`src/rtl/sr_bank_pkg.sv`:
```
// Shared definitions for the SR register bank.
// Mode encodings and the per-bit next-state rule.
package sr_bank_pkg;

  localparam logic [1:0] SR_SET_DOM = 2'd0;
  localparam logic [1:0] SR_RST_DOM = 2'd1;
  localparam logic [1:0] SR_TOGGLE  = 2'd2;
  localparam logic [1:0] SR_HOLD    = 2'd3;

  function automatic logic sr_next(
    input logic       q,
    input logic       s,
    input logic       r,
    input logic [1:0] mode
  );
    logic n;
    n = q;
    case ({s, r})
      2'b10: n = 1'b1;
      2'b01: n = 1'b0;
      2'b00: n = q;
      default: begin
        case (mode)
          SR_SET_DOM: n = 1'b1;
          SR_RST_DOM: n = 1'b0;
          SR_TOGGLE:  n = ~q;
          default:    n = q;
        endcase
      end
    endcase
    return n;
  endfunction

endpackage

```
`src/rtl/sr_cell.sv`:
```
// One SR channel: state, complement and edge-event registers.
// Exports a combinational change flag for the bank counter.
module sr_cell
  import sr_bank_pkg::*;
#(
  parameter int unsigned MODE = 0
) (
  input  logic clk,
  input  logic rst,
  input  logic rst_val,
  input  logic en,
  input  logic s,
  input  logic r,
  input  logic load,
  input  logic d,
  output logic q,
  output logic qbar,
  output logic rise,
  output logic fall,
  output logic chg
);

  localparam logic [1:0] MODE_SEL = MODE[1:0];

  logic q_d, q_q;
  logic qbar_q;
  logic rise_d, rise_q;
  logic fall_d, fall_q;

  always_comb begin
    q_d = q_q;
    if (load) begin
      q_d = d;
    end else if (en) begin
      q_d = sr_next(q_q, s, r, MODE_SEL);
    end
    rise_d = ~q_q & q_d;
    fall_d = q_q & ~q_d;
  end

  // Qbar is its own flop but always loaded with the complement of Q.
  always_ff @(posedge clk) begin
    if (rst) begin
      q_q    <= rst_val;
      qbar_q <= ~rst_val;
      rise_q <= 1'b0;
      fall_q <= 1'b0;
    end else begin
      q_q    <= q_d;
      qbar_q <= ~q_d;
      rise_q <= rise_d;
      fall_q <= fall_d;
    end
  end

  assign q    = q_q;
  assign qbar = qbar_q;
  assign rise = rise_q;
  assign fall = fall_q;
  assign chg  = q_d ^ q_q;

endmodule

```
`src/rtl/sr_register_bank.sv`:
```
// Bank of WIDTH clocked SR cells with event pulses
// and a saturating count of edges on which any bit changed.
module sr_register_bank
  import sr_bank_pkg::*;
#(
  parameter int unsigned       WIDTH     = 8,
  parameter int unsigned       MODE      = 0,
  parameter logic [WIDTH-1:0]  RESET_VAL = '0,
  parameter int unsigned       CNT_W     = 8
) (
  input  logic             Clk,
  input  logic             Rst,
  input  logic             En,
  input  logic [WIDTH-1:0] S,
  input  logic [WIDTH-1:0] R,
  input  logic             Load,
  input  logic [WIDTH-1:0] D,
  input  logic             ChgCntClr,
  output logic [WIDTH-1:0] Q,
  output logic [WIDTH-1:0] Qbar,
  output logic [WIDTH-1:0] Rise,
  output logic [WIDTH-1:0] Fall,
  output logic [CNT_W-1:0] ChgCnt
);

  localparam logic [CNT_W-1:0] CNT_MAX = '1;
  localparam logic [CNT_W-1:0] CNT_ONE = CNT_W'(1);

  logic [WIDTH-1:0] chg;
  logic             any_chg;
  logic [CNT_W-1:0] cnt_d, cnt_q;

  for (genvar i = 0; i < WIDTH; i++) begin : g_cell
    sr_cell #(
      .MODE(MODE)
    ) u_cell (
      .clk    (Clk),
      .rst    (Rst),
      .rst_val(RESET_VAL[i]),
      .en     (En),
      .s      (S[i]),
      .r      (R[i]),
      .load   (Load),
      .d      (D[i]),
      .q      (Q[i]),
      .qbar   (Qbar[i]),
      .rise   (Rise[i]),
      .fall   (Fall[i]),
      .chg    (chg[i])
    );
  end

  assign any_chg = |chg;

  // A clear that coincides with a change counts that change.
  always_comb begin
    cnt_d = cnt_q;
    if (ChgCntClr) begin
      cnt_d = any_chg ? CNT_ONE : '0;
    end else if (any_chg && cnt_q != CNT_MAX) begin
      cnt_d = cnt_q + CNT_ONE;
    end
  end

  always_ff @(posedge Clk) begin
    if (Rst) begin
      cnt_q <= '0;
    end else begin
      cnt_q <= cnt_d;
    end
  end

  assign ChgCnt = cnt_q;

endmodule

```
`config.mk`:
```
export PLATFORM = sky130hd
export DESIGN_NAME = sr_register_bank
export DESIGN_NICKNAME = d
export VERILOG_FILES = /design/src/rtl/sr_bank_pkg.sv /design/src/rtl/sr_cell.sv /design/src/rtl/sr_register_bank.sv
export SDC_FILE = /design/constraint.sdc
export NUM_CORES = 1
export LEC_CHECK = 0
export ABC_AREA = 1
export ABC_CLOCK_PERIOD_IN_PS = 2850
export CAP_MARGIN = 30
export CORE_ASPECT_RATIO = 0.8
export CORE_MARGIN = 2
export CORE_UTILIZATION = 49
export DETAILED_ROUTE_END_ITERATION = 16
export GPL_TIMING_DRIVEN = 0
export PLACE_DENSITY = 0.84
export RECOVER_POWER = 100
export SYNTH_ARGS = -nofsm -noshare
export SYNTH_HDL_FRONTEND = slang
export SYNTH_SLANG_ARGS = --single-unit
```
`constraint.sdc`:
```
create_clock -name Clk -period 2.85 [get_ports Clk]
set_input_delay 0.57 -clock Clk [delete_from_list [all_inputs] [get_ports Clk]]
set_output_delay 0.57 -clock Clk [all_outputs]
set_load 0.05 [all_outputs]
```
==> Yosys cells after proc, flatten, opt, wreduce, memory -nomap -nowiden <==
Index checks and enable logic that the tools add are counted.
{ "word_totals": {"ff_bits": 40, "inputBits": 29, "out_inout_bits": 40, "elab_cells": 121} }
{ "op_classes": {"add_sub_neg": 1, "n_eq_ne": 9, "muxes": 27, "bitwise_logic": 40, "n_reduce_logical": 11} }
{ "ops": {"columns": ["operator", "n"], "rows": [
  ["1-bit 2-to-1 mux", 17],
  ["1-bit AND", 16],
  ["2-bit by 1-bit equality test with 1-bit output, second input constant", 8],
  ["2-bit zero test", 8],
  ["8-bit 2-to-1 mux", 2],
  ["1-bit NOT", 16],
  ["1-bit one-hot mux with 2 select lines", 8],
  ["8-bit by 1-bit adder with 8-bit output, second input constant", 1],
  ["8-bit inequality test, second input constant", 1],
  ["8-bit OR reduction", 1],
  ["1-bit bitwise XOR", 8],
  ["2-bit nonzero test", 1],
  ["1-bit logical AND", 1]
]} }

==> Depth between registers and ports, before layout <==
{ "depth": {"word_depth": 9, "depth_mapped": 17} }

==> By module <==
From an unflattened synthesis, not the netlist that was laid out.
{ "unflattened": {"cells_unflattened": 295, "area_unflattened_um2": 2069.5} }
{ "modules_own_cells": {"columns": ["module", "n_inst", "cells_per_inst", "area_each_um2", "seq_area_each_um2"], "rows": [
  ["sr_cell", 8, 25, 185.2, 80.1],
  ["sr_register_bank", 1, 95, 588.1, 160.2]
]} }

==> Worst setup path before layout <==
No wires, ideal clock.
{ "synth_path": {"kind": "input to register", "start": "input port En", "end": "register cnt_q[6] (netlist: ChgCnt[6])", "setup_ns": 0.109, "arrival_time_ns": 1.996, "required_time_ns": 2.741, "path_slack_ns": 0.745, "stages": 16, "path_buffers": 2, "cell_sequence": "buf_4 > buf_6 > a21oi_1 > nand2_1 > o21ai_2 > inv_1 > ha_1 > nand2_1 > nor2_1 > nand2_1 > nand2_4 > nand2_4 > nand2_2 > nand2_1 > nand2_1 > inv_1"} }
{ "synth_via": {"elab_chain_len": 6} }
{ "synth_rtl": {"columns": ["element", "line_no", "source"], "rows": [
  ["from (decl)", "sr_register_bank.sv:13", "input logic En,"],
  ["1-bit 2-to-1 mux", "sr_cell.sv:34", "end else if (en) begin"],
  ["1-bit 2-to-1 mux", "sr_cell.sv:32", "if (load) begin"],
  ["named net g_cell[3].u_cell.q_d", "sr_cell.sv:25", "logic q_d, q_q;"],
  ["1-bit bitwise XOR", "sr_cell.sv:60", "assign chg = q_d ^ q_q;"],
  ["8-bit OR reduction", "sr_register_bank.sv:53", "assign any_chg = |chg;"],
  ["1-bit logical AND", "sr_register_bank.sv:60", "end else if (any_chg && cnt_q != CNT_MAX) begin"],
  ["2-bit nonzero test (no line)", null, null],
  ["to (signal assigned)", "sr_register_bank.sv:69", "cnt_q <= cnt_d;"],
  ["to (decl)", "sr_register_bank.sv:31", "logic [CNT_W-1:0] cnt_d, cnt_q;"]
]} }
The timed path passes the listed nets, and every way through them passes these cells.
A chain may end at the register's enable or synchronous reset.

==> Worst setup path in the final report <==
{ "layout_path": {"start": "input port S[5]", "end": "register cnt_q[6] (netlist: ChgCnt[6])"} }
{ "layout_via": {"elab_chain_len": 8} }
{ "layout_rtl": {"columns": ["element", "line_no", "source"], "rows": [
  ["from (decl)", "sr_register_bank.sv:14", "input logic [WIDTH-1:0] S,"],
  ["2-bit by 1-bit equality test with 1-bit output or 2-bit zero test (tied branches)", "sr_bank_pkg.sv:18", "case ({s, r})"],
  ["1-bit one-hot mux with 2 select lines (*)", "sr_bank_pkg.sv:18", null],
  ["1-bit 2-to-1 mux (*)", "sr_cell.sv:34", null],
  ["1-bit 2-to-1 mux (*)", "sr_cell.sv:32", null],
  ["named net g_cell[5].u_cell.q_d", "sr_cell.sv:25", null],
  ["1-bit bitwise XOR (*)", "sr_cell.sv:60", null],
  ["8-bit OR reduction (*)", "sr_register_bank.sv:53", null],
  ["1-bit logical AND (*)", "sr_register_bank.sv:60", null],
  ["2-bit nonzero test (no line) (*)", null, null]
]} }
Mark *: on every way through the listed nets, which the timed path passes. The rest lies on a longest branch.

==> Flow_metrics.wiki <==
{| class="wikitable"
! Metric !! Value
|-
| Antenna Violating Nets Remaining || 0
|-
| Most used cell, CP || nand2_1
|-
| Count of TritonRoute iterations in the first routing pass || 4
|-
| Max incr delay on CP || 0.54 ns
|-
| Antenna Cells || 0
|-
| Maximum clock rate || 421.8 MHz
|-
| Commonest cells in the netlist || inv_1 (52), nand2_1 (50), dfxtp_1 (40), nor2_1 (34), buf_4 (33)
|-
| DR iter-0 viols || 31
|-
| Number of sinks driven by the clock tree || 40
|-
| Number of standard-cell rows in the floorplan || 21
|-
| Post-layout nets || 389
|-
| Worst-path cell chain || dlygate4sd3_1 > a21oi_1 > nand2_1 > o21ai_0 > inv_1 > ha_1 > nand2_1 > nor2_1 > nand2_1 > nand2_4 > nand2_4 > nand2_1 > nand2_1 > nand2_1 > inv_1
|-
| Fraction of registers with async set/reset || 0%
|-
| Cell count after synthesis || 271
|-
| Die area || 4733 µm²
|-
| Seq/Total Area, Yosys || between 30% and 40%
|-
| Largest net degree at the start of global routing || 13
|-
| Worst-path cell with the longest stage delay || dlygate4sd3_1
|-
| CP required || 3.04 ns
|-
| Combinational fraction of design power || 26.5%
|-
| Effective utilization at floorplan || about half
|-
| Global routing usage summed across all routing layers || 18.86%
|-
| WS Path Type || in -> reg
|-
| Compound-Gate Fraction of Synth Area || 7.060%
|-
| DRC violation count after routing || 0
|-
| Fin. Hold Viols || 0
|-
| Global-route wire length before repair || 6810 µm
|-
| Cells taking the most area after synthesis || dfxtp_1 (39%), buf_4 (12%), ha_1 (10%), inv_1 (9.5%), nand2_1 (9.1%)
|-
| Least-Margin Pin Slew || 0.5507 ns
|-
| Number of levels in the clock H-tree || 2
|-
| Arrival time worst endpoint || 2.56 ns
|-
| Core Footprint || 4099 µm²
|-
| Buffers & Inverters on Critical Path || 3
|-
| Clock Tree Buf Depth || 2
|-
| Cell Area, Synth || 2056 µm²
|-
| Post-synthesis mux area share || 0%
|-
| Synth Warn # || 0
|-
| Simple-Gate Fraction of Synth Area || about 20%
|-
| Post-route worst setup slack || between 0.4 and 0.5 ns
|-
| Biggest area consumer among synthesized cells || dfxtp_1
|-
| Startpoint type of the worst setup path || input port
|-
| Largest clock skew in the final design || 0.01164 ns
|-
| Total clock buffers created by CTS || 5
|-
| Clock transition time at the flip-flop clock pins of the worst setup and hold paths || 0.07 ns
|-
| Category of cells accounting for the largest share of critical-path delay || simple AND/OR/NAND/NOR gates
|-
| Total overflow reported by the global router || 0
|-
| Final Cycle Share || 83.19%
|-
| Number of enable flip-flop cells after synthesis || 0
|-
| Hold-fix buffer count after cts || 0
|-
| TritonCTS clock tree || built
|-
| Chip Height || 61.94 µm
|-
| Total power draw || 0.001313 W
|-
| Proportion of layout cells with a drive suffix above 1 || approximately 15%
|-
| Setup Viol. Count Final || 0
|-
| Post-route setup TNS || 0 ns
|-
| Area Overhead vs Synth || 37.49%
|-
| Post-synth cell types || 20
|-
| Main combinational cell family by area after synthesis || buffers and inverters
|-
| Minimum period implied by the final worst setup slack || around 2.4 ns
|-
| Max-capacitance violation count || 0
|-
| Yosys reg bits || 40
|-
| Maximum fanout encountered on the critical timing path || 6
|-
| Synthesized Nets || 317
|-
| Routed wirelength normalized by instance count || roughly 11 µm
|-
| Hold Worst Slack || 0.4848 ns
|-
| DR vias/cell || 4.320
|-
| RSZ-0062 raised after global routing || no
|-
| Die Width || 76.42 µm
|-
| Count of pins over their slew limit || 0
|-
| Worst-skew pair later-pin latency || about 0.29 ns
|-
| Worst slack at placement || 0.3850 ns
|-
| Reg power frac || 46.3%
|-
| Path category of the worst min-delay check || reg -> reg
|-
| PD cells || 464.6 nW/µm²
|-
| Crit path capture type || register
|-
| IO Count || 69
|-
| Adder-cell share of the synthesized area || 10.35%
|-
| Most repeated cell in the gate-level netlist after synthesis || inv_1
|-
| Count of vias placed by the detailed router || 1728
|-
| Placer's final routability congestion estimate || 0.7546
|-
| Setup repair bufs after CTS || 0
|-
| Power share of the clock group || 27.1%
|-
| Slew HR || between 60% and 70%
|-
| Mapped Avg Cell Area || 7.586 µm²
|-
| Internal power component || 0.0008974 W
|-
| Result of the run || completed
|-
| Root buffer selected by CTS || clkbuf_8
|-
| Vias in the first global route || ~1600
|-
| Switching Share || between 30% and 40%
|-
| Post-synthesis share of cell area spent on xor and xnor gates || 0%
|-
| Number of I/O port buffers || 65
|-
| Total detailed-routing wirelength || 4299 µm
|-
| Most used flip-flop cell after synthesis || dfxtp_1
|-
| Leak || 1.424 nW
|-
| Number of antenna violations at the first check in global routing || 0
|-
| Placed wire-length estimate || 3271 µm
|-
| Power dissipated by switching net loads || 0.0004156 W
|-
| Top-area cell type share of the netlist area || 38.95%
|-
| Worst VDD drop || 0.3229 mV
|-
| Cts repair resizes || 0
|}
worst reg2reg max path, cell delays in order (launching register included):
cell     delay (ns)
dfxtp_1        0.35
nand2_1        0.08
nand2_1        0.04
o21ai_0        0.18
inv_1          0.09
ha_1           0.30
nand2_1        0.05
nor2_1         0.10
nand2_1        0.15
nand2_4        0.15
nand2_4        0.08
nand2_1        0.06
nand2_1        0.04
nand2_1        0.05
inv_1          0.04
power by group through the flow:
stage,clock network (W),logic (W),registers (W)
6_report,0.000356,0.000348,0.000608
5_1_grt,0.000381,0.000379,0.000612
3_5_place_dp,0,0.000372,0.000621
4_1_cts,0.000358,0.000375,0.000609
3_3_place_gp,0,0.000366,0.000621
2_1_floorplan,0,0.000245,0.000624
routing by layer:
metal,up-vias,GRT usage [%],wire [µm]
met2,49,34.26,2069
met4,0,7.013,51
li1,916,-,-
met1,757,21.82,1905
met3,6,5.780,273
met5,-,0,0
sequential cells by signal (all words and copies together), names as in the netlist:
name / count
ChgCnt: 8
g_cell.u_cell.qbar: 8
g_cell.u_cell.rise: 8
g_cell.u_cell.q: 8
g_cell.u_cell.fall: 8
cell usage in the layout, fill, tap and decap left out, drive strengths merged:
cell type,n
nor3,2
nand3,6
dfxtp,40
o21ai,11
a21oi,12
nor2,37
inv,53
clkinvlp,1
dlygate4sd3,48
nand2,55
buf,38
ha,17
clkdlybuf4s50,17
clkinv,1
clkbuf,5
cell families after synthesis:
family                   Yosys count
AND/OR/NAND/NOR                  100
buffers and inverters             91
flip-flops                        40
AO/OA/AOI/OAI                     23
adder cells (fa/ha/maj)           17
path summary, 6_finish.rpt:
kind,cells past startpoint,endpoint,startpoint,slack [ns]
hold / removal,2,ChgCnt[2]$_SDFFE_PP0P_,ChgCnt[2]$_SDFFE_PP0P_,0.48
hold reg to reg,2,ChgCnt[2]$_SDFFE_PP0P_,ChgCnt[2]$_SDFFE_PP0P_,0.48
setup / recovery,15,ChgCnt[6]$_SDFFE_PP0P_,S[5],0.48
setup reg to reg,14,ChgCnt[6]$_SDFFE_PP0P_,g_cell[6].u_cell.q$_SDFF_PP0_,1.00
per-stage QoR:
stage,std cells,instance area [µm²],util [%]
3_3_place_gp,393,2778,67.77
6_report,400,2826,68.96
4_1_cts,400,2859,69.75
3_5_place_dp,393,2778,67.77
5_1_grt,400,2826,68.96
2_1_floorplan,271,2056,-
layout make-up:
type	instances	area, µm²
clock inverter	2	12.51
timing repair buffer	65	650.6
inverter	53	198.9
buffer	38	277.8
fill	371	1272
clock buffer	5	68.82
tap	57	71.32
sequential	40	800.8
multi-input combinational	140	745.7
No activity file was read; power rests on OpenSTA's default activity.
==> variant (same settings) <==
Change the parameter `CNT_W` from 8 to 12.
--- a/src/rtl/sr_register_bank.sv
+++ b/src/rtl/sr_register_bank.sv
@@ -7,5 +7,5 @@
   parameter int unsigned       MODE      = 0,
   parameter logic [WIDTH-1:0]  RESET_VAL = '0,
-  parameter int unsigned       CNT_W     = 8
+  parameter int unsigned       CNT_W     = 12
 ) (
   input  logic             Clk,
Ports: changed (resized ChgCnt); port bits go from 69 to 73. The function was not compared with the original's and may differ.
==> variant against the unedited design <==
  * Sequential cell count up 4
  * First-iteration DRC count rose to 2.8 times the old value
  * Count of clock-buffer cells in the layout up 1
  * Critical endpoint is now ChgCnt[2]
  * Design area up 11%
  * Routed wire length up 13%
  * Via count up 17%
  * Highest routed layer unchanged
  * Area after synthesis up 11%
  * Setup slack worse by 0.034 ns
  * Total power up 13%
==> variant: results <==
export IMPL_slew_headroom_pct=63.3
export IMPL_critical_path_peak_fanout=10
export IMPL_grtUsageTotal_pct=20.0
export IMPL_routedWlPerCell_um=10.9
export IMPL_netlist_top_cells_count="65 x nand2_1, 53 x inv_1, 44 x dfxtp_1, 37 x nor2_1, 32 x buf_4"
export IMPL_drtIter0Drc=87
export IMPL_cp_common_cell="nand2_1"
export IMPL_startpoint="En"
export IMPL_synth_cell_types=22
export IMPL_status="finished, final reports clean"
export IMPL_placement_io_buffers=69
export IMPL_r2r_cells=12
export IMPL_dp_hpwl_um=3860
export IMPL_vias_per_cell=4.53
export IMPL_fin_nets=431
export IMPL_yosys_top_cells_area="dfxtp_1 38%, nand2_1 11%, buf_4 10%"
export IMPL_peakVddDrop_uv=463
export IMPL_path_delay_family="simple AND/OR/NAND/NOR gates"
export IMPL_power_leakage_nw=1.59
export IMPL_grt_max_degree=14
export IMPL_cp_slowest_cell="clkbuf_1"
export IMPL_worstHoldEndpoint="ChgCnt[1]"
export IMPL_synthAdderAreaFrac_pct=9.29
export IMPL_skew_ns=0.00501
export IMPL_synth_nets=355
export IMPL_critPathCapture="ChgCnt[2]"
export IMPL_hold_start="ChgCnt[1]"
export IMPL_gp_congestion=0.902
export IMPL_setup_slack_ns=0.445
export IMPL_synth_compound_area_share_pct=8.58
export IMPL_largest_reg_flops=12
export IMPL_drive_gt1_share_pct=13.0
export IMPL_fillCellCount=385
export IMPL_yosysSeqAreaShare_pct=38.5
export IMPL_pre_cts_slack_ns=0.197
export IMPL_reg2reg_from="g_cell[7].u_cell.q"
export IMPL_max_stage_delay_ns=0.37
export IMPL_grt_pass1_wl_um=8160
variant: changes by cell type after synthesis, sizes merged, moves of 5 or more:
cell	unedited run	this run
nand2	55	70
o21a	0	8
a21oi	12	18
clkbuf	0	5
nand3	6	11
variant: worst min-delay path, delay by kind of cell (launching register included):
kind	cells	cell delay, ns
flip-flops	1	0.34
AND/OR/NAND/NOR	2	0.15
variant: cells by family (layout without fill, tap and decap cells):
logic type               count (synthesis)  in the layout
AND/OR/NAND/NOR                        123            123
buffers and inverters                   92            169
flip-flops                              44             44
AO/OA/AOI/OAI                           33             33
adder cells (fa/ha/maj)                 17             17
variant: per-layer routing:
metal | vias up | global-route usage, % | share of wire, %
met5 | - | 0 | 0
met2 | 53 | 33.3 | 48
li1 | 1056 | - | -
met3 | 4 | 4.67 | 5.6
met4 | 0 | 5.51 | 0.93
met1 | 907 | 26.1 | 46
variant: layout make-up:
type | instances | area share, %
clock buffer | 6 | 2.30
inverter | 53 | 6.31
sequential | 44 | 28.0
buffer | 39 | 8.74
timing repair buffer | 69 | 21.9
multi-input combinational | 173 | 29.3
tap | 60 | 2.38
clock inverter | 2 | 1.11
variant: stage by stage:
step | hold slack, ns | instances | cell area, um2
after detailed placement | 0.515 | 438 | 3060
final | 0.522 | 446 | 3150
after global placement | 0.512 | 438 | 3060
after global routing | 0.575 | 446 | 3150
after floorplan | 0.614 | 309 | 2290
after CTS | 0.526 | 446 | 3160
variant: power by group:
group	switching, mW	leakage, nW	internal, mW
sequential	0.0180	0.362	0.647
clock	0.201	0.0552	0.260
combinational	0.210	1.17	0.146
